## src/rtl/auc_pkg.sv

```systemverilog
// auc_pkg: constants shared by the AUC host loader and decoder.
// Holds mode encodings, operand-count lookup and loader state type.
package auc_pkg;

  localparam int AUC_WIDTH = 256;
  localparam int AUC_BUS   = 32;
  localparam int AUC_DEPTH = 4;
  localparam int AUC_BEATS = AUC_WIDTH / AUC_BUS;

  localparam logic [2:0] MODE_RAND = 3'b000;
  localparam logic [2:0] MODE_INVS = 3'b001;
  localparam logic [2:0] MODE_R    = 3'b010;
  localparam logic [2:0] MODE_S    = 3'b011;
  localparam logic [2:0] MODE_MMUL = 3'b101;

  typedef struct packed {
    logic       legal;
    logic [2:0] n;
  } opcnt_t;

  typedef enum logic [1:0] {
    ST_LOAD = 2'd0,
    ST_SEND = 2'd1,
    ST_HOLD = 2'd2
  } ldr_state_t;

  function automatic opcnt_t auc_opcnt(input logic [2:0] mode);
    opcnt_t r;
    r.legal = 1'b1;
    r.n     = 3'd0;
    case (mode)
      MODE_RAND: r.n = 3'd0;
      MODE_INVS: r.n = 3'd0;
      MODE_R:    r.n = 3'd0;
      MODE_S:    r.n = 3'd2;
      MODE_MMUL: r.n = 3'd4;
      default:   r.legal = 1'b0;
    endcase
    return r;
  endfunction

endpackage

```

## src/rtl/auc_wbuf.sv

```systemverilog
// auc_wbuf: beat assembly register and operand buffer.
// Beats arrive LSW first; a full word lands in buf[wcnt].
module auc_wbuf
  import auc_pkg::*;
#(
  parameter int WIDTH = AUC_WIDTH,
  parameter int BUS   = AUC_BUS,
  parameter int DEPTH = AUC_DEPTH
) (
  input  logic                          clk,
  input  logic                          rst,
  input  logic                          beat_en,
  input  logic [BUS-1:0]                beat_dat,
  input  logic                          clr,
  input  logic [$clog2(DEPTH)-1:0]      rd_idx,
  output logic [WIDTH-1:0]              rd_dat,
  output logic [$clog2(WIDTH/BUS)-1:0]  bcnt,
  output logic [$clog2(DEPTH+1)-1:0]    wcnt
);

  localparam int BW = $clog2(WIDTH / BUS);
  localparam int WW = $clog2(DEPTH + 1);
  localparam int IW = $clog2(DEPTH);
  localparam logic [BW-1:0] BLAST = BW'(WIDTH / BUS - 1);

  logic [WIDTH-1:0] asm_q, asm_d;
  logic [BW-1:0]    bcnt_q, bcnt_d;
  logic [WW-1:0]    wcnt_q, wcnt_d;
  logic [WIDTH-1:0] buf_q [DEPTH];
  logic [WIDTH-1:0] word;
  logic             wr_en;

  // shift beats in from the top; the last beat completes a word
  always_comb begin
    asm_d  = asm_q;
    bcnt_d = bcnt_q;
    wcnt_d = wcnt_q;
    word   = {beat_dat, asm_q[WIDTH-1:BUS]};
    wr_en  = beat_en && !clr && (bcnt_q == BLAST);
    if (clr) begin
      bcnt_d = '0;
      wcnt_d = '0;
    end else if (beat_en) begin
      asm_d  = word;
      bcnt_d = bcnt_q + BW'(1);
      if (wr_en) wcnt_d = wcnt_q + WW'(1);
    end
  end

  // counters and assembly register
  always_ff @(posedge clk or negedge rst) begin
    if (!rst) begin
      asm_q  <= '0;
      bcnt_q <= '0;
      wcnt_q <= '0;
    end else begin
      asm_q  <= asm_d;
      bcnt_q <= bcnt_d;
      wcnt_q <= wcnt_d;
    end
  end

  // operand store, written only with complete words
  always_ff @(posedge clk or negedge rst) begin
    if (!rst) begin
      for (int i = 0; i < DEPTH; i++) buf_q[i] <= '0;
    end else if (wr_en) begin
      buf_q[wcnt_q[IW-1:0]] <= word;
    end
  end

  assign rd_dat = buf_q[rd_idx];
  assign bcnt   = bcnt_q;
  assign wcnt   = wcnt_q;

endmodule

```

## src/rtl/auc_loader.sv

```systemverilog
// auc_loader: gathers host operands and plays them to the decoder
// as one contiguous auc_start burst with auc_mode held afterwards.
module auc_loader
  import auc_pkg::*;
#(
  parameter int WIDTH = AUC_WIDTH,
  parameter int BUS   = AUC_BUS,
  parameter int DEPTH = AUC_DEPTH
) (
  input  logic             clk,
  input  logic             rst,
  input  logic             host_wr,
  input  logic [BUS-1:0]   host_wdat,
  output logic             host_rdy,
  input  logic             host_cmd_vld,
  input  logic [2:0]       host_cmd_mode,
  output logic             host_cmd_rdy,
  input  logic             core_busy,
  output logic [WIDTH-1:0] auc_dat,
  output logic             auc_start,
  output logic [2:0]       auc_mode,
  output logic             ldr_busy,
  output logic             ldr_err
);

  localparam int BW = $clog2(WIDTH / BUS);
  localparam int WW = $clog2(DEPTH + 1);
  localparam int IW = $clog2(DEPTH);

  ldr_state_t       state_q, state_d;
  logic [IW-1:0]    kcnt_q, kcnt_d;
  logic             hold_q, hold_d;
  logic [2:0]       mode_q, mode_d;
  logic             err_q, err_d;
  logic [WIDTH-1:0] dat_q, dat_d;

  logic [BW-1:0]    bcnt;
  logic [WW-1:0]    wcnt;
  logic [IW-1:0]    rd_idx;
  logic [WIDTH-1:0] rd_dat;
  logic             beat_en;
  logic             clr;
  logic             cmd_fire;
  logic             cmd_ok;
  opcnt_t           op_cmd;
  opcnt_t           op_cur;
  logic [2:0]       last3;
  logic [IW-1:0]    klast;

  assign host_rdy     = (state_q == ST_LOAD) &&
                        (wcnt < WW'(DEPTH)) && !host_cmd_vld;
  assign host_cmd_rdy = (state_q == ST_LOAD) &&
                        (bcnt == '0) && !core_busy;
  assign beat_en  = host_wr && host_rdy;
  assign cmd_fire = host_cmd_vld && host_cmd_rdy;

  assign op_cmd = auc_opcnt(host_cmd_mode);
  assign cmd_ok = op_cmd.legal && (wcnt == WW'(op_cmd.n));
  assign op_cur = auc_opcnt(mode_q);
  assign last3  = (op_cur.legal && op_cur.n != 3'd0) ?
                  op_cur.n - 3'd1 : 3'd0;
  assign klast  = IW'(last3);

  auc_wbuf #(
    .WIDTH (WIDTH),
    .BUS   (BUS),
    .DEPTH (DEPTH)
  ) u_wbuf (
    .clk      (clk),
    .rst      (rst),
    .beat_en  (beat_en),
    .beat_dat (host_wdat),
    .clr      (clr),
    .rd_idx   (rd_idx),
    .rd_dat   (rd_dat),
    .bcnt     (bcnt),
    .wcnt     (wcnt)
  );

  // next state: accept command, step burst index, count hold cycles
  always_comb begin
    state_d = state_q;
    kcnt_d  = kcnt_q;
    hold_d  = hold_q;
    mode_d  = mode_q;
    err_d   = err_q;
    dat_d   = dat_q;
    clr     = 1'b0;
    rd_idx  = kcnt_q + IW'(1);
    unique case (state_q)
      ST_LOAD: begin
        rd_idx = '0;
        if (cmd_fire) begin
          if (cmd_ok) begin
            state_d = ST_SEND;
            mode_d  = host_cmd_mode;
            err_d   = 1'b0;
            kcnt_d  = '0;
            dat_d   = (op_cmd.n == 3'd0) ? '0 : rd_dat;
          end else begin
            err_d = 1'b1;
            clr   = 1'b1;
          end
        end
      end
      ST_SEND: begin
        if (kcnt_q == klast) begin
          state_d = ST_HOLD;
          hold_d  = 1'b0;
        end else begin
          kcnt_d = kcnt_q + IW'(1);
          dat_d  = rd_dat;
        end
      end
      ST_HOLD: begin
        if (hold_q) begin
          state_d = ST_LOAD;
          clr     = 1'b1;
        end else begin
          hold_d = 1'b1;
        end
      end
      default: state_d = ST_LOAD;
    endcase
  end

  // control and output registers
  always_ff @(posedge clk or negedge rst) begin
    if (!rst) begin
      state_q <= ST_LOAD;
      kcnt_q  <= '0;
      hold_q  <= 1'b0;
      mode_q  <= 3'b000;
      err_q   <= 1'b0;
      dat_q   <= '0;
    end else begin
      state_q <= state_d;
      kcnt_q  <= kcnt_d;
      hold_q  <= hold_d;
      mode_q  <= mode_d;
      err_q   <= err_d;
      dat_q   <= dat_d;
    end
  end

  assign auc_start = (state_q == ST_SEND);
  assign ldr_busy  = (state_q != ST_LOAD);
  assign auc_dat   = dat_q;
  assign auc_mode  = mode_q;
  assign ldr_err   = err_q;

endmodule

```

## config.mk

```make
export PLATFORM = sky130hd
export DESIGN_NAME = auc_loader
export DESIGN_NICKNAME = d
export VERILOG_FILES = /design/src/rtl/auc_pkg.sv /design/src/rtl/auc_wbuf.sv /design/src/rtl/auc_loader.sv
export SDC_FILE = /design/constraint.sdc
export NUM_CORES = 2
export LEC_CHECK = 0
export ABC_CLOCK_PERIOD_IN_PS = 2100
export CORE_UTILIZATION = 55
export DETAILED_ROUTE_END_ITERATION = 8
export DONT_BUFFER_PORTS = 1
export PLACE_DENSITY = 0.8
export SLEW_MARGIN = 0
export SYNTH_ARGS = -nofsm -noshare
export SYNTH_HDL_FRONTEND = slang
export SYNTH_SLANG_ARGS = --single-unit
```

## constraint.sdc

```tcl
create_clock -name clk -period 2.1 [get_ports clk]
set_input_delay 0.21 -clock clk [delete_from_list [all_inputs] [get_ports clk]]
set_output_delay 0.21 -clock clk [all_outputs]
set_load 0.005 [all_outputs]
```

Word level (Yosys, flattened, before mapping):

Index checks and enable logic that the tools add are counted.

* muxes and demuxes: 37
* bitwise operators: 3
* eq/ne operators: 18
* magnitude comparators: 4
* reduce and logical (&&, ||, !) cells: 34
* $add $sub $neg: 4

Operators by type and width (count)
* $mux 256: 7
* $bwmux 1024: 1
* $bmux 256 s2: 1
* $demux 256 s2: 1
* $pmux 256 s2: 1
* $mux 2: 9
* $mux 3: 5
* $eq 3x2->1 const B: 4
* $logic_not 3->1: 4
* $pmux 3 s2: 2
* $logic_and 1x1->1: 11
* $reduce_bool 2->1: 5
* $reduce_or 5->1: 2
* $eq 3x3->1 const B: 3
* $ne 2x2->1 const B: 4
* $reduce_and 2->1: 4
* $reduce_and 4->1: 2
* $add 3x1->3 const B: 2
* $eq 3x1->1 const B: 2
* $ge 3x3->1 const B: 2
* $mux 1: 6
* $not 2->3: 2
* $pmux 2 s3: 1
* $pmux 1 s2: 2
* 15 further kinds: 17

* bits in registers: 1551
* input port bits: 40
* output and inout port bits: 264

Depth between registers and ports, before layout:

* depth in word-level cells: 13
* depth in mapped cells: 9

Modules after synthesis:

A second synthesis with hierarchy kept.

* cell total of the unflattened synthesis: 4185
* area, all modules: 64120.2 um^2

By module, submodules not included
* auc_wbuf: area an instance 52401.5 um^2, times used 1, cells an instance 2984
* auc_loader: area an instance 11718.7 um^2, times used 1, cells an instance 1201

Worst setup path after synthesis:

OpenSTA, ideal clock, no wires.

* path kind: register to register
* start point: register state_q[0]
* end point: register u_wbuf.buf_q[226] in the netlist's numbering
* setup time: 0.128 ns
* arrival time: 1.902 ns
* path buffers: 3
* stages on the path, launching flop included: 9
* path slack: 0.071 ns
* required time: 1.972 ns
* cell sequence: dfrtp_1 > or2_4 > nor3_4 > and3_1 > buf_4 > nand2_1 > buf_2 > buf_2 > mux2_1

* elaborated cells on any way between the ends: 13

RTL lines
* start, declared: line auc_loader.sv:30 `ldr_state_t state_q, state_d;`
* start signal, assigned: line auc_loader.sv:137 `state_q <= state_d;`
* $logic_not 2->1: line auc_loader.sv:50 `assign host_rdy = (state_q == ST_LOAD) &&`
* $logic_and 1x1->1: line auc_loader.sv:50
* $logic_and 1x1->1: line auc_loader.sv:51 `(wcnt < WW'(DEPTH)) && !host_cmd_vld;`
* via host_rdy: line auc_loader.sv:14 `output logic host_rdy,`
* $logic_and 1x1->1: line auc_loader.sv:54 `assign beat_en = host_wr && host_rdy;`
* $logic_and 1x1->1 (2 in a row): line auc_wbuf.sv:39 `wr_en = beat_en && !clr && (bcnt_q == BLAST);`
* end signal, assigned by index: line auc_wbuf.sv:68 `buf_q[wcnt_q[IW-1:0]] <= word;`
* end, declared: line auc_wbuf.sv:29 `logic [WIDTH-1:0] buf_q [DEPTH];`

The timed path passes the listed nets, and every way through them passes these cells.
A chain may end at the register's enable or synchronous reset.

Worst setup path after layout:

* start point: register state_q[0]
* end point: register u_wbuf.buf_q[900] in the netlist's numbering

* word-level cells in the longest chain between the ends: 9
* elaborated cells on any way between the ends: 13

Ends and longest elaborated chain
* $logic_not 2->1: line auc_loader.sv:50, auc_loader.sv:52, auc_loader.sv:90
* $logic_and 1x1->1: line auc_loader.sv:52 `assign host_cmd_rdy = (state_q == ST_LOAD) &&`
* $logic_and 1x1->1: line auc_loader.sv:53 `(bcnt == '0) && !core_busy;`
* $logic_and 1x1->1: line auc_loader.sv:55 `assign cmd_fire = host_cmd_vld && host_cmd_rdy;`
* $mux 1: line auc_loader.sv:93 `if (cmd_fire) begin`
* $pmux 1 s2: line auc_loader.sv:90 `unique case (state_q)`
* $logic_not 1->1: line auc_wbuf.sv:39
* $logic_and 1x1->1 * (2 in a row): line auc_wbuf.sv:39

Mark *: on every way between the ends. The rest lies on a longest branch, timed or not.

==> impl_metrics.env <==
export IMPL_rsz0062_at_grt="yes"
export IMPL_cts_buffers=155
export IMPL_ys_types=43
export IMPL_yosysSeqAreaShare_pct=59.2
export IMPL_grt_pass1_wl_mm=254
export IMPL_p_sw_share_pct=31.6
export IMPL_yosys_warnings=0
export IMPL_drive_gt1_share_pct=22.7
export IMPL_post_synth_top_area_fraction_pct=59.2
export IMPL_violations="hold timing, setup timing"
export IMPL_grt_util_all_layers_pct=28.3
export IMPL_power_density_nw_per_um2=1140
export IMPL_dieArea_sq_um=118000
export IMPL_initialDrtViolationCount=3381
export IMPL_tns_ns=-133.11
export IMPL_grt_use_met2_pct=46.1
export IMPL_vias=38900
export IMPL_synth_area_leaders="dfrtp_1 59%, mux2_1 17%, mux4_2 8.9%, nand2_1 5.5%, mux2i_1 4.0%"
export IMPL_hold_path_class="in2async"
export IMPL_max_cap_violations=0
export IMPL_wirelength_mm=170
export IMPL_required_ns=2.72
export IMPL_path_class="reg2reg"
export IMPL_syn_inst=4597
export IMPL_post_route_util_pct=66.2
export IMPL_finalMaxSlewViolations=0
export IMPL_final_cell_mix="1515 x dfrtp_1, 900 x nand2_1, 853 x mux2_1"
export IMPL_critPathCaptureType="flip-flop"
export IMPL_post_drt_wl_per_cell_um=26.0
export IMPL_detail_route_first_pass_iterations=6
export IMPL_core_area_sq_um=116000
export IMPL_drc_errors=0
export IMPL_power_switching_mw=27.7
export IMPL_vias_per_cell=5.93
export IMPL_leakage_nw=38.5
export IMPL_cts_buffer_depth=3
export IMPL_portBuffers=0
export IMPL_outcome="complete, but fails checks"
export IMPL_cts_tree="yes"
export IMPL_tightest_slew_ns=1.31
export IMPL_syn_area_sq_um=64300
export IMPL_synth_simple_area_share_pct=5.78
export IMPL_fin_crit_sh_pct=110
export IMPL_numClockSinks=1519
export IMPL_synth_area_leader_cell="dfrtp_1"
export IMPL_grt_most_used_layer="met2"
export IMPL_grt_overflow=0
export IMPL_critPathMaxFanout=11
export IMPL_clockRootBuffer="clkbuf_16"
export IMPL_grt_pass1_vias=40600
export IMPL_die_h_um=344
export IMPL_hold_worst_slack_ns=-0.838
export IMPL_arrival_ns=2.93
export IMPL_synthArstFlopShare_pct=100
export IMPL_final_antenna_net_count=0
export IMPL_n_antenna_cell=0
export IMPL_clock_power_share_pct=32.9
export IMPL_timing_fmax_ghz=0.434
export IMPL_synth_xor_area_share_pct=0.0273
export IMPL_start_util_pct=55.4
export IMPL_cts_hold_buf=39
export IMPL_io_pins=304
export IMPL_grt_use_met3_pct=6.41
export IMPL_placementRows=125
export IMPL_setup_viol=1294
export IMPL_slew_limit_headroom_pct=12.8
export IMPL_synthAdderAreaFrac_pct=0.136
export IMPL_fin_crit_ns=2.30
export IMPL_synth_seq_cells=1519
export IMPL_synth_compound_area_share_pct=0.232
export IMPL_place_gp_congestion=0.834
export IMPL_synth_nets=4644
export IMPL_hpwlAfterDp_mm=104
export IMPL_synth_edff_count=0
export IMPL_finalHoldViolations=581
export IMPL_die_w_um=344
export IMPL_power_share_combinational_pct=19.9
export IMPL_finClkSkew_ns=0.0309
export IMPL_fill_cells=7687
export IMPL_htreeDepth=4
export IMPL_clk_latency_ns=0.77
export IMPL_final_common_cell="dfrtp_1"
export IMPL_p_seq_share_pct=47.3
export IMPL_clk_pin_slew_ns=0.06
export IMPL_grt_max_degree=1520
export IMPL_dp_worst_setup_slack_ns=-0.185
export IMPL_synth_top_family_by_area="multiplexers"
export IMPL_use_met1_pct=38.2
export IMPL_synth_main_ff_cell="dfrtp_1"
export IMPL_ir_drop_mv=0.849
export IMPL_final_nets=4957
export IMPL_synth_avg_cell_area_sq_um=14.0
export IMPL_syn_to_final_growth_pct=19.6
export IMPL_p_int_mw=60.0
export IMPL_muxShareOfSynthArea_pct=30.9
export IMPL_finalPower_mw=87.7
export IMPL_antenna_found_initial=1
export IMPL_fin_ws_ns=-0.205
export IMPL_start_kind="flip-flop"
## per-layer routing
layer | vias to the layer above | wire length (um)
met1 | 20900 | 69400
met4 | 0 | 5130
li1 | 16400 | -
met2 | 1288 | 83500
met5 | - | 0
met3 | 314 | 12200
## sequential cells by signal, indices dropped and copies added (netlist names)
register and flops:
kcnt_q 2, auc_mode 3, u_wbuf.asm_q 224, hold_q 1, state_q 2, u_wbuf.buf_q 1024
u_wbuf.wcnt 3, ldr_err 1, u_wbuf.bcnt 3, auc_dat 256
## cells in the mapped netlist (4+ instances only)
cell type and instances:
ha_1 7, mux2i_1 256, nand2_1 943, mux4_2 255
dfrtp_1 1519, a21oi_1 4, mux2_1 949, buf_1 17
buf_4 47, o21ai_0 5, mux2_2 79, nor2b_1 4
nor2_1 4, inv_1 262, clkbuf_1 65, buf_2 144
## through the flow
| step | area, sq um | instances |
|---|---|---|
| finish | 76900 | 6555 |
| global route | 76900 | 6555 |
| CTS | 75000 | 6484 |
| detailed placement | 68300 | 6134 |
| global placement | 68300 | 6134 |
| floorplan | 64300 | 4597 |
## worst max-delay path, cell delays in order (launching register included)
cell       delay, ns
dfrtp_2         0.45
or2_4           0.28
nor3_4          0.17
and3_4          0.24
buf_12          0.14
nand2_8         0.14
buf_12          0.21
clkbuf_16       0.19
mux2_1          0.32
## power by group through the flow
| stage | logic [mW] | clock network (mW) | registers (mW) |
|---|---|---|---|
| after floorplan | 9.70 | 0 | 38.0 |
| after global routing | 18.7 | 30.4 | 42.1 |
| after CTS | 15.3 | 29.1 | 41.3 |
| after global placement | 13.8 | 0 | 41.5 |
| final | 17.4 | 28.8 | 41.5 |
| after detailed placement | 14.4 | 0 | 41.7 |
## cells by family (layout without fill, tap and decap cells)
| kind of cell | after synthesis | count (layout) |
|---|---|---|
| xor+xnor | 2 | 2 |
| flops | 1519 | 1519 |
| fa+ha+maj | 7 | 7 |
| simple gates | 969 | 969 |
| compound gates | 22 | 22 |
| mux | 1539 | 1539 |
| buf+inv | 539 | 973 |
## path summary, 6_finish.rpt
| kind | start | cells past startpoint | endpoint | slack (ns) |
|---|---|---|---|---|
| worst max register to register | state_q[0]$_DFFE_PN0P_ | 8 | u_wbuf.buf_q[900]$_DFFE_PN0P_ | -0.20 |
| worst max-delay path | state_q[0]$_DFFE_PN0P_ | 8 | u_wbuf.buf_q[900]$_DFFE_PN0P_ | -0.20 |
| worst min register to register | u_wbuf.buf_q[161]$_DFFE_PN0P_ | 1 | u_wbuf.buf_q[161]$_DFFE_PN0P_ | 0.48 |
| min in group clk | host_wr | 4 | u_wbuf.wcnt[1]$_DFFE_PN0P_ | 0.01 |
| max in group asynchronous | rst | 3 | u_wbuf.buf_q[638]$_DFFE_PN0P_ | 0.33 |
| worst min-delay path | rst | 0 | u_wbuf.asm_q[50]$_DFFE_PN0P_ | -0.84 |
## layout make-up
type	instances	area, sq um	area share [%]
clock inverters	53	734	0.956
clock buffers	225	4610	6.00
multi-input cells	2539	24500	31.8
inverters	263	1010	1.32
well taps	1524	1910	2.48
flip-flops and latches	1519	38000	49.5
repair buffers	432	6100	7.94
## what timing repair did
item | in CTS | in global routing
buffers inserted | 23 | 34
setup endpoints to repair | 1149 | 1574
hold endpoints to repair | 1824 | 581
gates resized for setup | 109 | 163
pin swaps | 15 | 13
cloned | 10 | 31
No activity file was read; power rests on OpenSTA's default activity.
